`config.mk`:
```
export PLATFORM = sky130hd
export DESIGN_NAME = pll_supervisor
export DESIGN_NICKNAME = d
export VERILOG_FILES = /design/src/rtl/pll_supervisor_pkg.sv /design/src/rtl/pll_supervisor_sync_2ff.sv /design/src/rtl/pll_supervisor.sv
export SDC_FILE = /design/constraint.sdc
export NUM_CORES = 1
export LEC_CHECK = 0
export CORE_ASPECT_RATIO = 0.9
export CORE_MARGIN = 5
export CORE_UTILIZATION = 53
export DETAILED_ROUTE_END_ITERATION = 8
export GPL_ROUTABILITY_DRIVEN = 1
export PLACE_DENSITY = 0.85
export SLEW_MARGIN = 20
export SYNTH_ARGS = -nofsm -noshare
export SYNTH_HDL_FRONTEND = slang
export SYNTH_HIERARCHICAL = 1
export SYNTH_SLANG_ARGS = --single-unit
```
`constraint.sdc`:
```
create_clock -name clock -period 2.51 [get_ports clock]
set_input_delay 0.502 -clock clock [delete_from_list [all_inputs] [get_ports clock]]
set_output_delay 0.502 -clock clock [all_outputs]
set_load 0.01 [all_outputs]
```
`src/rtl/pll_supervisor_pkg.sv`:
```
// -----------------------------------------------------------------------------
// pll_supervisor_pkg
//
// Shared definitions for the PLL lock/reset supervisor.
//   SUP_STATE_W    : width of the exported FSM state (3 bits)
//   sup_state_e    : FSM state encoding, also visible on the debug 'state' port
//                    RESET_PLL=0, WAIT_LOCK=1, QUALIFY=2, RELEASE=3, RUN=4
//   sup_cnt_width  : width of the shared timing counter, derived from the
//                    largest interval it ever has to measure
// -----------------------------------------------------------------------------
package pll_supervisor_pkg;

    localparam int SUP_STATE_W = 3;

    typedef enum logic [SUP_STATE_W-1:0] {
        RESET_PLL = 3'd0,
        WAIT_LOCK = 3'd1,
        QUALIFY   = 3'd2,
        RELEASE   = 3'd3,
        RUN       = 3'd4
    } sup_state_e;

    // The shared counter only ever has to reach (interval - 1), so
    // $clog2 of the longest interval is enough. A width of at least one bit
    // is kept so that degenerate all-ones parameter sets still elaborate.
    function automatic int unsigned sup_cnt_width(
        input int unsigned a,
        input int unsigned b,
        input int unsigned c,
        input int unsigned d
    );
        int unsigned m;
        m = a;
        if (b > m) m = b;
        if (c > m) m = c;
        if (d > m) m = d;
        if (m < 2) sup_cnt_width = 1;
        else       sup_cnt_width = $clog2(m);
    endfunction

endpackage

```
`src/rtl/pll_supervisor_sync_2ff.sv`:
```
// -----------------------------------------------------------------------------
// sync_2ff
//
// Generic two-flop synchroniser for bringing asynchronous level signals into
// the clk_i domain. Both stages reset to 0 so that a freshly reset design
// always sees the input as deasserted for the first two cycles.
//
// Ports:
//   clk_i   : destination clock
//   rst_ni  : asynchronous active-low reset
//   d_i     : asynchronous input bus (WIDTH bits, each bit independent)
//   q_o     : synchronised output, two clk_i cycles of latency
// -----------------------------------------------------------------------------
module sync_2ff #(
    parameter int WIDTH = 1
) (
    input  logic             clk_i,
    input  logic             rst_ni,
    input  logic [WIDTH-1:0] d_i,
    output logic [WIDTH-1:0] q_o
);

    logic [WIDTH-1:0] meta_q;
    logic [WIDTH-1:0] sync_q;

    // First stage may go metastable; the second stage gives it a full cycle
    // to resolve before anything downstream looks at the value.
    always_ff @(posedge clk_i or negedge rst_ni) begin
        if (!rst_ni) begin
            meta_q <= '0;
            sync_q <= '0;
        end else begin
            meta_q <= d_i;
            sync_q <= meta_q;
        end
    end

    assign q_o = sync_q;

endmodule

```
`src/rtl/pll_supervisor.sv`:
```
// -----------------------------------------------------------------------------
// pll_supervisor
//
// Sequencer for the PLL lock and reset path, clocked by the free-running
// reference clock. Instead of using the raw PLL LOCK pin as a reset, it:
//   - holds the PLL in reset (RESETB low) for RESET_CYCLES per attempt,
//   - waits up to LOCK_TIMEOUT cycles for lock and retries on timeout,
//   - qualifies lock over STABLE_CYCLES consecutive cycles,
//   - releases NUM_DOMAINS resets one after the other, STAGGER_CYCLES apart,
//   - re-runs the whole sequence whenever lock is lost after qualification.
//
// Ports:
//   clock         : reference clock, the only clock of the block
//   reset_n       : asynchronous active-low reset
//   pll_locked    : raw PLL LOCK, asynchronous to clock
//   pll_resetb    : PLL RESETB, low holds the PLL in reset
//   domain_rst_n  : per-domain active-low resets, bit 0 released first
//   ready         : high only while in RUN
//   state         : current FSM state (debug)
//   retry_count   : saturating count of lock timeouts
//   loss_count    : saturating count of lock losses in RELEASE/RUN
//
// Configuration macro:
//   PLL_SUPERVISOR_STATS_EN : when defined, retry_count/loss_count are real
//                             saturating counters; otherwise both ports are
//                             tied to 0 and the counters do not exist.
//
// Every output is driven straight from a flop; there is no combinational
// path from pll_locked or reset release to any output.
// -----------------------------------------------------------------------------
module pll_supervisor
    import pll_supervisor_pkg::*;
#(
    parameter int NUM_DOMAINS    = 2,
    parameter int RESET_CYCLES   = 16,
    parameter int LOCK_TIMEOUT   = 65536,
    parameter int STABLE_CYCLES  = 1024,
    parameter int STAGGER_CYCLES = 4,
    parameter int CNT_W          = 8
) (
    input  logic                   clock,
    input  logic                   reset_n,
    input  logic                   pll_locked,
    output logic                   pll_resetb,
    output logic [NUM_DOMAINS-1:0] domain_rst_n,
    output logic                   ready,
    output logic [SUP_STATE_W-1:0] state,
    output logic [CNT_W-1:0]       retry_count,
    output logic [CNT_W-1:0]       loss_count
);

    localparam int unsigned CNT_BITS = sup_cnt_width(RESET_CYCLES, LOCK_TIMEOUT,
                                                     STABLE_CYCLES,
                                                     STAGGER_CYCLES * NUM_DOMAINS);
    localparam int unsigned CW1 = CNT_BITS + 1;

    localparam logic [CNT_BITS-1:0] RESET_LAST   = CNT_BITS'(RESET_CYCLES - 1);
    localparam logic [CNT_BITS-1:0] TIMEOUT_LAST = CNT_BITS'(LOCK_TIMEOUT - 1);
    localparam logic [CNT_BITS-1:0] STABLE_LAST  = CNT_BITS'(STABLE_CYCLES - 1);
    localparam logic [CW1-1:0]      RELEASE_END  = CW1'(STAGGER_CYCLES * NUM_DOMAINS);

    logic                   lock_s;

    sup_state_e             state_q;
    logic [CNT_BITS-1:0]    cnt_q;
    logic                   pll_resetb_q;
    logic                   ready_q;
    logic [NUM_DOMAINS-1:0] domain_q;

    logic [CW1-1:0]         cnt_inc_d;
    logic                   reset_done_d;
    logic                   timeout_d;
    logic                   stable_done_d;
    logic                   release_done_d;
    logic                   loss_d;
    logic [NUM_DOMAINS-1:0] release_mask_d;

    // Raw LOCK is asynchronous, so it only enters the FSM through a
    // two-flop synchroniser. This accounts for two of the three cycles
    // between a LOCK edge and the FSM reacting to it.
    sync_2ff #(
        .WIDTH (1)
    ) u_lock_sync (
        .clk_i  (clock),
        .rst_ni (reset_n),
        .d_i    (pll_locked),
        .q_o    (lock_s)
    );

    // Decode of the shared counter. cnt_inc_d is one bit wider than cnt_q
    // so that the final release point (STAGGER_CYCLES * NUM_DOMAINS) can be
    // compared even when it equals 2**CNT_BITS. In RELEASE, a domain bit is
    // flagged on the edge where the elapsed cycle count reaches its slot,
    // i.e. STAGGER_CYCLES*(i+1) edges after RELEASE was entered. A timeout
    // only counts when lock is absent, which lets lock win a tie.
    always_comb begin
        cnt_inc_d      = {1'b0, cnt_q} + CW1'(1);
        reset_done_d   = (cnt_q == RESET_LAST);
        stable_done_d  = (cnt_q == STABLE_LAST);
        release_done_d = (cnt_inc_d == RELEASE_END);
        timeout_d      = (state_q == WAIT_LOCK) && !lock_s && (cnt_q == TIMEOUT_LAST);
        loss_d         = ((state_q == RELEASE) || (state_q == RUN)) && !lock_s;
        release_mask_d = '0;
        for (int i = 0; i < NUM_DOMAINS; i++) begin
            if (cnt_inc_d == CW1'(STAGGER_CYCLES * (i + 1))) begin
                release_mask_d[i] = 1'b1;
            end
        end
    end

    // Main sequencer. All outputs are registered here alongside the state so
    // they change on the same edge as the transition that implies them:
    // pll_resetb rises on the edge that enters WAIT_LOCK and falls on the
    // edge that enters RESET_PLL, and ready rises together with the last
    // domain release. Domain bits are only ever OR-ed in during RELEASE, so
    // the release order stays monotonic; they all drop together on a loss.
    // Loss of lock during QUALIFY is not a loss event: it simply falls back
    // to WAIT_LOCK with a fresh timeout window.
    always_ff @(posedge clock or negedge reset_n) begin
        if (!reset_n) begin
            state_q      <= RESET_PLL;
            cnt_q        <= '0;
            pll_resetb_q <= 1'b0;
            ready_q      <= 1'b0;
            domain_q     <= '0;
        end else begin
            case (state_q)
                RESET_PLL: begin
                    if (reset_done_d) begin
                        state_q      <= WAIT_LOCK;
                        cnt_q        <= '0;
                        pll_resetb_q <= 1'b1;
                    end else begin
                        cnt_q <= cnt_inc_d[CNT_BITS-1:0];
                    end
                end
                WAIT_LOCK: begin
                    if (lock_s) begin
                        state_q <= QUALIFY;
                        cnt_q   <= '0;
                    end else if (timeout_d) begin
                        state_q      <= RESET_PLL;
                        cnt_q        <= '0;
                        pll_resetb_q <= 1'b0;
                    end else begin
                        cnt_q <= cnt_inc_d[CNT_BITS-1:0];
                    end
                end
                QUALIFY: begin
                    if (!lock_s) begin
                        state_q <= WAIT_LOCK;
                        cnt_q   <= '0;
                    end else if (stable_done_d) begin
                        state_q <= RELEASE;
                        cnt_q   <= '0;
                    end else begin
                        cnt_q <= cnt_inc_d[CNT_BITS-1:0];
                    end
                end
                RELEASE: begin
                    if (loss_d) begin
                        state_q      <= RESET_PLL;
                        cnt_q        <= '0;
                        pll_resetb_q <= 1'b0;
                        ready_q      <= 1'b0;
                        domain_q     <= '0;
                    end else begin
                        domain_q <= domain_q | release_mask_d;
                        if (release_done_d) begin
                            state_q <= RUN;
                            cnt_q   <= '0;
                            ready_q <= 1'b1;
                        end else begin
                            cnt_q <= cnt_inc_d[CNT_BITS-1:0];
                        end
                    end
                end
                RUN: begin
                    if (loss_d) begin
                        state_q      <= RESET_PLL;
                        cnt_q        <= '0;
                        pll_resetb_q <= 1'b0;
                        ready_q      <= 1'b0;
                        domain_q     <= '0;
                    end
                end
                default: begin
                    state_q      <= RESET_PLL;
                    cnt_q        <= '0;
                    pll_resetb_q <= 1'b0;
                    ready_q      <= 1'b0;
                    domain_q     <= '0;
                end
            endcase
        end
    end

`ifdef PLL_SUPERVISOR_STATS_EN
    logic [CNT_W-1:0] retry_q;
    logic [CNT_W-1:0] loss_q;

    // Event counters for field diagnostics. They stick at all-ones rather
    // than wrapping so a large value can never be mistaken for a small one.
    always_ff @(posedge clock or negedge reset_n) begin
        if (!reset_n) begin
            retry_q <= '0;
            loss_q  <= '0;
        end else begin
            if (timeout_d && (retry_q != '1)) begin
                retry_q <= retry_q + CNT_W'(1);
            end
            if (loss_d && (loss_q != '1)) begin
                loss_q <= loss_q + CNT_W'(1);
            end
        end
    end

    assign retry_count = retry_q;
    assign loss_count  = loss_q;
`else
    // Statistics are compiled out; the ports stay so integrations do not
    // change shape, but they read as constant zero.
    assign retry_count = '0;
    assign loss_count  = '0;
`endif

    assign pll_resetb   = pll_resetb_q;
    assign domain_rst_n = domain_q;
    assign ready        = ready_q;
    assign state        = state_q;

endmodule

```
# Word-level counts from Yosys, hierarchy flattened
# Cells that the tools add are included.
[totals] wordCells=71 latchBits=0 regBits=25 romBits=0 memories=0 ramBits=0 input_bits=3 output_inout_bits=23
[classes] bitwise=3 shift=0 mul=0 mux=31 n_eq_ne=17 div=0 magnitude_cmp=0 add_sub_neg=1 reduce_logical=12
[ops] op="2-to-1 mux 16 bit" count=8
[ops] op="case mux 16 bit (5 select lines)" count=1
[ops] op="2-to-1 mux 3 bit" count=8
[ops] op="adder 16 x 1 -> 17 bit (second input constant)" count=1
[ops] op="equality test 17 x 3 -> 1 bit (second input constant)" count=1
[ops] op="equality test 17 x 4 -> 1 bit (second input constant)" count=1
[ops] op="equality test 16 x 10 -> 1 bit (second input constant)" count=1
[ops] op="equality test 16 bit (second input constant)" count=1
[ops] op="equality test 16 x 4 -> 1 bit (second input constant)" count=1
[ops] op="case mux 3 bit (5 select lines)" count=1
[ops] op="AND reduction 5 bit" count=2
[ops] op="2-to-1 mux 1 bit" count=8
[ops] op="!= test 2 bit (second input constant)" count=4
[ops] op="equality test 3 x 2 -> 1 bit (second input constant)" count=2
[ops] op="!= test 3 bit (second input constant)" count=2
[ops] op="case mux 2 bit (3 select lines)" count=1
[ops] op="2-to-1 mux 2 bit" count=2
[ops] op="case mux 1 bit (4 select lines)" count=1
[ops] op="equality test 3 x 1 -> 1 bit (second input constant)" count=1
[ops] op="equality test 3 bit (second input constant)" count=1
[ops] op="logical AND 1 bit" count=3
[ops] op="zero test 3 bit" count=1
[ops] op="!= test 3 x 2 -> 1 bit (second input constant)" count=1
[ops] op="case mux 1 bit (3 select lines)" count=1
[ops] op="other kinds (9)" count=10

# Logic depth before layout (Yosys ltp)
# Gate-level depths: netlist of run 1.
[logic_depth] word_depth=6 depth_mapped=9 mapped_depth_nobuf=7

# By module
# The synthesis of run 1 kept the hierarchy.
[by_module_without_submodules] module="pll_supervisor" area_each_um2=2035.7 cells_per_inst=254 n_inst=1 seq_area_each_um2=575.6
[by_module_without_submodules] module="sync_2ff" area_each_um2=50.0 cells_per_inst=2 n_inst=1 seq_area_each_um2=50.0

# Least setup slack after synthesis of run 1
# OpenSTA, ideal clock, no wires.
[synth_timing] path_kind="reg-to-reg" startpoint="reg cnt_q[0]" endpoint="reg cnt_q[5]" n_path_buf=1 period_less_slack_ns=2.114 stages_incl_launch_ff=9 t_arrival_ns=1.988 path_slack_ns=0.396 path_cell_list="dfrtp_1 ha_1 nand3_2 nor4_2 nand4bb_4 nand3_4 buf_6 a221oi_1 nand2_1"
[synth_between] elab_chain_len=5 word_cells_on_any_way=14
[synth_lines] item="start, declared" line="pll_supervisor.sv:65" text="logic [CNT_BITS-1:0] cnt_q;"
[synth_lines] item="start signal, assigned" line="pll_supervisor.sv:134" text="cnt_q <= cnt_inc_d[CNT_BITS-1:0];"
[synth_lines] item="start signal, assigned" line="pll_supervisor.sv:146" text="cnt_q <= cnt_inc_d[CNT_BITS-1:0];"
[synth_lines] item="start signal, assigned" line="pll_supervisor.sv:157" text="cnt_q <= cnt_inc_d[CNT_BITS-1:0];"
[synth_lines] item="adder 16 x 1 -> 17 bit / equality test 16 bit (equally long branches)" line="pll_supervisor.sv:97, pll_supervisor.sv:101"
[synth_lines] item="equality test 17 x 4 -> 1 bit / logical AND 1 bit (equally long branches)" line="pll_supervisor.sv:100, pll_supervisor.sv:101"
[synth_lines] item="2-to-1 mux 16 bit, on equally long branches" line="pll_supervisor.sv:169, pll_supervisor.sv:141"
[synth_lines] item="2-to-1 mux 16 bit, on equally long branches" line="pll_supervisor.sv:161, pll_supervisor.sv:138"
[synth_lines] item="case mux 16 bit (5 select lines) (*)" line="pll_supervisor.sv:127" text="case (state_q)"
# Mark *: on every way between the ends. The rest lies on a longest branch, timed or not.
# A chain may end at the register's enable or synchronous reset.

# Final worst setup path of run 1
[layout_timing] startpoint="reg cnt_q[8]" endpoint="reg cnt_q[1]"
# The elaborated chain is that of the path after synthesis.

==> results of run 1 <==
-- synthesized netlist by cell type (2+ instances only) --
cell type | instances | share of area
clkbuf_1 | 10 | 0.018
a221oi_1 | 6 | 0.025
xnor2_1 | 3 | 0.013
buf_2 | 5 | 0.012
a21oi_1 | 6 | 0.014
dfrtp_1 | 25 | 0.30
nand2b_1 | 2 | 0.0060
nand4_2 | 2 | 0.012
xor2_1 | 4 | 0.017
nand4_1 | 6 | 0.018
nor3_1 | 14 | 0.034
o21ai_1 | 4 | 0.0096
nor2_1 | 28 | 0.050
or3_1 | 4 | 0.012
o21a_1 | 4 | 0.014
nor4_1 | 6 | 0.018
a221oi_2 | 3 | 0.022
a31oi_1 | 9 | 0.027
nand3_1 | 5 | 0.012
and3_1 | 11 | 0.033
inv_1 | 3 | 0.0054
nand2_1 | 32 | 0.058
buf_4 | 22 | 0.079
o21ai_0 | 6 | 0.014
-- worst min-delay path by stage --
stage                  startpoint         endpoint  slack [ns]  cells after the start
2_1_floorplan             reset_n         cnt_q[0]        0.21                      0
5_1_grt        u_lock_sync/meta_q  u_lock_sync/q_o        0.38                      0
4_1_cts        u_lock_sync/meta_q  u_lock_sync/q_o        0.37                      0
3_3_place_gp   u_lock_sync/meta_q  u_lock_sync/q_o        0.33                      0
6_report       u_lock_sync/meta_q  u_lock_sync/q_o        0.37                      0
3_5_place_dp   u_lock_sync/meta_q  u_lock_sync/q_o        0.34                      0
-- per-layer routing --
layer,wire (um),vias up,part of all wire
met5,0,-,0
met4,70,0,0.014
met3,352,10,0.071
met2,2430,78,0.49
met1,2100,893,0.42
li1,-,926,-
-- power by group --
group / switching [mW] / internal, mW
sequential: 0.113 / 0.461
combinational: 0.382 / 0.284
clock: 0.148 / 0.117
-- cells by family (layout without fill, tap and decap cells) --
group                      count (synthesis)  after routing
adders and majority gates                  1              1
and+or+nand+nor                          124            124
xor gates and xnor gates                   7              7
DFF                                       25             25
other                                      1             16
muxes                                      4              4
AOI/OAI and AO/OA                         53             53
buffers and inverters                     41             35
-- metrics by stage --
stage / hold slack, ns / cell area, um2
6_report: 0.365 / 2250
5_1_grt: 0.381 / 2250
4_1_cts: 0.369 / 2230
3_5_place_dp: 0.344 / 2180
3_3_place_gp: 0.333 / 2180
2_1_floorplan: 0.206 / 2140
-- placed cells by master (no fill, tap or decap), drive strengths merged, types with 3 or more instances in the layout --
cell	netlist	routed
o21a	4	4
dfrtp	25	25
and3	11	11
a31oi	9	9
conb	1	16
clkdlybuf4s50	0	9
nand2	32	32
a21oi	6	6
xnor2	3	3
or3	5	5
mux2	3	3
nor2	29	29
inv	3	4
clkbuf	10	3
buf	28	19
a221oi	9	9
o21ai	11	11
nand3	7	7
nor3	14	14
xor2	4	4
nand4	9	9
nor4	7	7
-- final cells by class --
| cell class | instances | area [um2] | area share |
|---|---|---|---|
| Sequential cell | 25 | 627 | 0.278 |
| Multi-Input combinational cell | 205 | 1280 | 0.566 |
| Clock inverter | 1 | 8.76 | 0.00388 |
| Clock buffer | 3 | 41.3 | 0.0183 |
| Timing Repair Buffer | 28 | 233 | 0.103 |
| Inverter | 3 | 11.3 | 0.00499 |
| Tap cell | 46 | 57.6 | 0.0255 |
-- worst max-delay path, delay by kind of cell (launching register included) --
family	cells	cell delay, ns
flops	1	0.54
xor+xnor	1	0.22
simple gates	3	0.88
buf+inv	1	0.18
compound gates	2	0.40
-- flip-flops by register name, indices dropped and copies added, names as in the netlist --
name	cells
ready	1
pll_resetb	1
u_lock_sync/q_o	1
cnt_q	16
domain_rst_n	2
u_lock_sync/meta_q	1
state	3
-- timing repair --
item	CTS	global route
setup buffers	0	2
gates resized for setup	0	3
setup endpoints to repair	0	18
==> reports/results.ini, run 1 <==
[critical_path]
crit_type=reg2reg
rr_worst_depth=7
cp_common_cell=o21ai_1
cp_slowest_cell=dfrtp_1
worst_setup_path_start_kind=flip-flop
cp-startpoint=cnt_q[8]
cp_data_required_time_ns=2.69
crit_chain=nand4_1 > nor4_1 > xnor2_1 > nand4_2 > o21ai_1 > buf_4 > o21ai_1
slowest_delay_ns=0.54
timing.reg2reg.setup_slack_ns=0.18
cp-end-kind=flip-flop
regToRegStartpoint=cnt_q[8]
r2r_end=cnt_q[1]
crit_fanout=12
cp_data_arrival_time_ns=2.51
crit_end=cnt_q[1]

[routing]
vias_per_cell=6.13
ant_nets=0
wl_per_cell_um=15.9
drt_iter0_markers=173
first_pass_iters=4
drt-total-wl_mm=4.94
vias=1907
route.detailed.drc=0

[final_layout]
fill_cells=332
diodes=0
layout.cells.non_filler=311
drive_above_1_share=0.162
final_nets=270
final_util=0.600
syn_to_final_growth_pct=8.10

[global_routing]
top_usage_layer=met2
met2_usage=0.301
grt_max_degree=26
grt-ovfl-total=0
grt_pass1_vias=1719
grt_pass1_wl_mm=8.36
grt_use_met3=0.0390
grt_antenna_before_repair=0
grt_usage=0.187
grtUsageMet1=0.254

[synth]
synth_area_per_cell_um2=8.15
synth_cells=256
synth-xor-area-share=0.0294
yosys.area_share.simple=0.331
synth-seq-cells=25
async_flop_share=1.00
synth-compound-area-share=0.189
synth-edff-count=0
yosys_warnings=6
seq_area_frac_synth=0.300
synth_area_um2=2090
synth.area.mux_share=0.0228
synth-adder-area-share=0.00600
synth_top_family_by_area=simple AND/OR/NAND/NOR gates
synthFlopType=dfrtp_1
synth_cell_types=60

[cts]
path_clk_slew_ns=0.10
htree_levels=1
cts_root_buffer=clkbuf_8
clock_latency_ns=0.28
cts_tree=yes
cts_buffers=3
clock-sinks=25
holdBufCountCts=0
cts_buffer_depth=2

[pwr]
leakage_nw=0.984
irDropWorstVdd_uv=654
power_mw=1.51
powerDensity_nw_per_um2=668

[run]
maxCapViolCount=0

[die]
core_area_um2=3760
start_util=0.555
fp.dieW_um=76.1
top_level_ports=26
die_area_um2=5290
die_h_um=69.5
rows=21

[timing]
tns_ns=0
finalSetupViolCount=0
min_period_over_period=0.929
hold_viol=0
worst_pin_slew_ns=0.557
slew_violations=0
period_minus_slack_ns=2.33
skew_ns=0.00969
max_freq_mhz=429
rsz0062_at_grt=false
layout_setup_ws_ns=0.177
relSlewSlack=0.628

[placed_design]
hpwl_mm=3.61
post-place-ws_ns=0.151
dp_cells=305
place.gp.congestion=0.954
port_buffers=9

[run_status]
status=finished, final reports clean

[min_path]
hp-class=reg2reg

Power figures use the tool's default switching activity.
==> inputs of run 2 (changes only) <==
Clock period 2.51 ns to 2.95 ns, I/O delays scaled along.
==> reports/results.ini, run 2 (same netlist as run 1, synthesis figures left out) <==
[cts]
post_cts_buffers=0  ; unchanged
cts_buffer_depth=2  ; unchanged
clock_latency_ns=0.27  ; about the same
cts_root_buffer=clkbuf_8
clock-sinks=25  ; unchanged
cts_buffers=3  ; unchanged
htree_levels=1  ; unchanged
cts_tree=yes
path_clk_slew_ns=0.10  ; about the same
cts_resized=0  ; unchanged
holdBufCountCts=0  ; unchanged

[pwr]
irDropWorstVdd_uv=462  ; -29%
powerDensity_nw_per_um2=572  ; -14%
leakage_nw=0.906  ; -7.9%

[global_routing]
grt-ovfl-total=0  ; unchanged
grt_pass1_vias=1685  ; -2.0%
grt_pass1_wl_mm=8.13  ; -2.7%
grt_max_degree=26  ; unchanged
grt_usage=0.178  ; -0.00910
grt_antenna_before_repair=0  ; unchanged

[critical_path]
crit_buf_inv=0  ; -1
slowest_delay_ns=0.45  ; -0.09 ns
cp_data_arrival_time_ns=2.76  ; +0.25 ns
crit_type=reg2reg
regToRegStartpoint=cnt_q[0]
crit_chain=ha_1 > and3_1 > nand4_1 > o21ai_2 > nand3_4 > a221oi_1 > nand2_1
cp_data_required_time_ns=3.11  ; +0.42 ns
cp_slowest_cell=dfrtp_1
cp-end-kind=flip-flop
critPathTopFamily=simple AND/OR/NAND/NOR gates
crit_fanout=14  ; +2
worst_setup_path_start_kind=flip-flop
cp-startpoint=cnt_q[0]

[final_layout]
final_common_cell=nand2_1
syn_to_final_growth_pct=2.88
layout.cells.non_filler=298  ; -4.2%
top_register=cnt_q
diodes=0  ; unchanged
final_nets=257  ; -4.8%
largest_register_ffs=16  ; unchanged
final_cell_mix=nand2_1, nor2_1, dfrtp_1, conb_1, nor3_1
drive_above_1_share=0.111  ; -0.0512

[min_path]
hp-class=reg2reg
hp-start=u_lock_sync/meta_q

[timing]
rsz0062_at_grt=false
max_freq_mhz=386  ; -10%
relSlewSlack=0.571  ; -0.0573
hold_viol=0  ; unchanged
tns_ns=0  ; unchanged
period_minus_slack_ns=2.59  ; +0.260 ns
slew_violations=0  ; unchanged
worst_pin_slew_ns=0.641  ; +0.0831 ns
min_period_over_period=0.879  ; -0.0504
skew_ns=0.00176  ; -0.00793 ns
finalSetupViolCount=0  ; unchanged

[routing]
drt-total-wl_mm=4.49  ; -9.2%
ant_nets=0  ; unchanged
wl_per_cell_um=15.1  ; -5.3%
vias=1835  ; -3.8%
route.detailed.drc=0  ; unchanged
drt_iter0_markers=163  ; -5.8%
first_pass_iters=4  ; unchanged
vias_per_cell=6.16  ; +0.42%

[die]
rows=21  ; unchanged
die_area_um2=5290  ; unchanged
start_util=0.555  ; unchanged
die_h_um=69.5  ; unchanged
fp.dieW_um=76.1  ; unchanged
top_level_ports=26  ; unchanged
core_area_um2=3760  ; unchanged

[placed_design]
port_buffers=9  ; unchanged
hpwl_mm=3.25  ; -9.9%
place.gp.congestion=0.950  ; -0.40%
dp_cells=294  ; -3.6%

[run]
maxCapViolCount=0  ; unchanged

[run_status]
status=finished, final reports clean

run 2: cell count changes in the layout (fill, tap and decap cells not counted), sizes merged:
cell | previous run | this run
buf | 19 | 6
run 2: worst paths after layout:
kind	cells after the start	endpoint	slack (ns)
worst max-delay path	7	cnt_q[4]	0.36
worst min-delay path	0	u_lock_sync/q_o	0.36
worst max register to register	7	cnt_q[4]	0.36
worst min register to register	0	u_lock_sync/q_o	0.36
max in group asynchronous	2	state[0]	2.03
min in group asynchronous	2	cnt_q[6]	0.67
run 2: layout make-up:
| class | instances | area [um2] |
|---|---|---|
| multi-input cells | 205 | 1270 |
| fillers | 335 | 1610 |
| clock inverters | 1 | 8.76 |
| flip-flops and latches | 25 | 626 |
| well taps | 46 | 57.6 |
| clock buffers | 3 | 41.3 |
| inverters | 3 | 11.3 |
| repair buffers | 15 | 135 |
run 2: worst register-to-register path, delay by kind of cell (launching register included):
family,cells,cell delay (ns)
AND/OR/NAND/NOR,4,0.97
adder cells (fa/ha/maj),1,0.34
flip-flops,1,0.45
AO/OA/AOI/OAI,2,0.73
run 2: metrics by stage:
| stage | area [um2] | utilization | power [mW] | hold WS, ns | worst slack [ns] |
|---|---|---|---|---|---|
| final | 2150 | 0.571 | 1.23 | 0.364 | 0.357 |
| after floorplan | 2140 | - | 0.883 | 0.294 | 0.836 |
| after detailed placement | 2100 | 0.558 | 1.01 | 0.344 | 0.422 |
| after CTS | 2150 | 0.571 | 1.23 | 0.368 | 0.404 |
| after global routing | 2150 | 0.571 | 1.32 | 0.379 | 0.0169 |
| after global placement | 2100 | 0.558 | 0.996 | 0.332 | 0.475 |
run 2: layer usage:
layer | GRT usage | wire (um) | share of wire | vias to the layer above
met5 | 0 | 0 | 0 | -
met2 | 0.279 | 2150 | 0.48 | 75
met4 | 0.0408 | 31 | 0.0069 | 0
li1 | - | - | - | 898
met1 | 0.253 | 1920 | 0.43 | 856
met3 | 0.0351 | 386 | 0.086 | 6
run 2: power by group:
group | leakage [nW] | switching (mW) | total (mW) | internal, mW
Combinational | 0.545 | 0.308 | 0.518 | 0.211
Sequential | 0.335 | 0.0959 | 0.488 | 0.392
Clock | 0.0261 | 0.121 | 0.220 | 0.0991
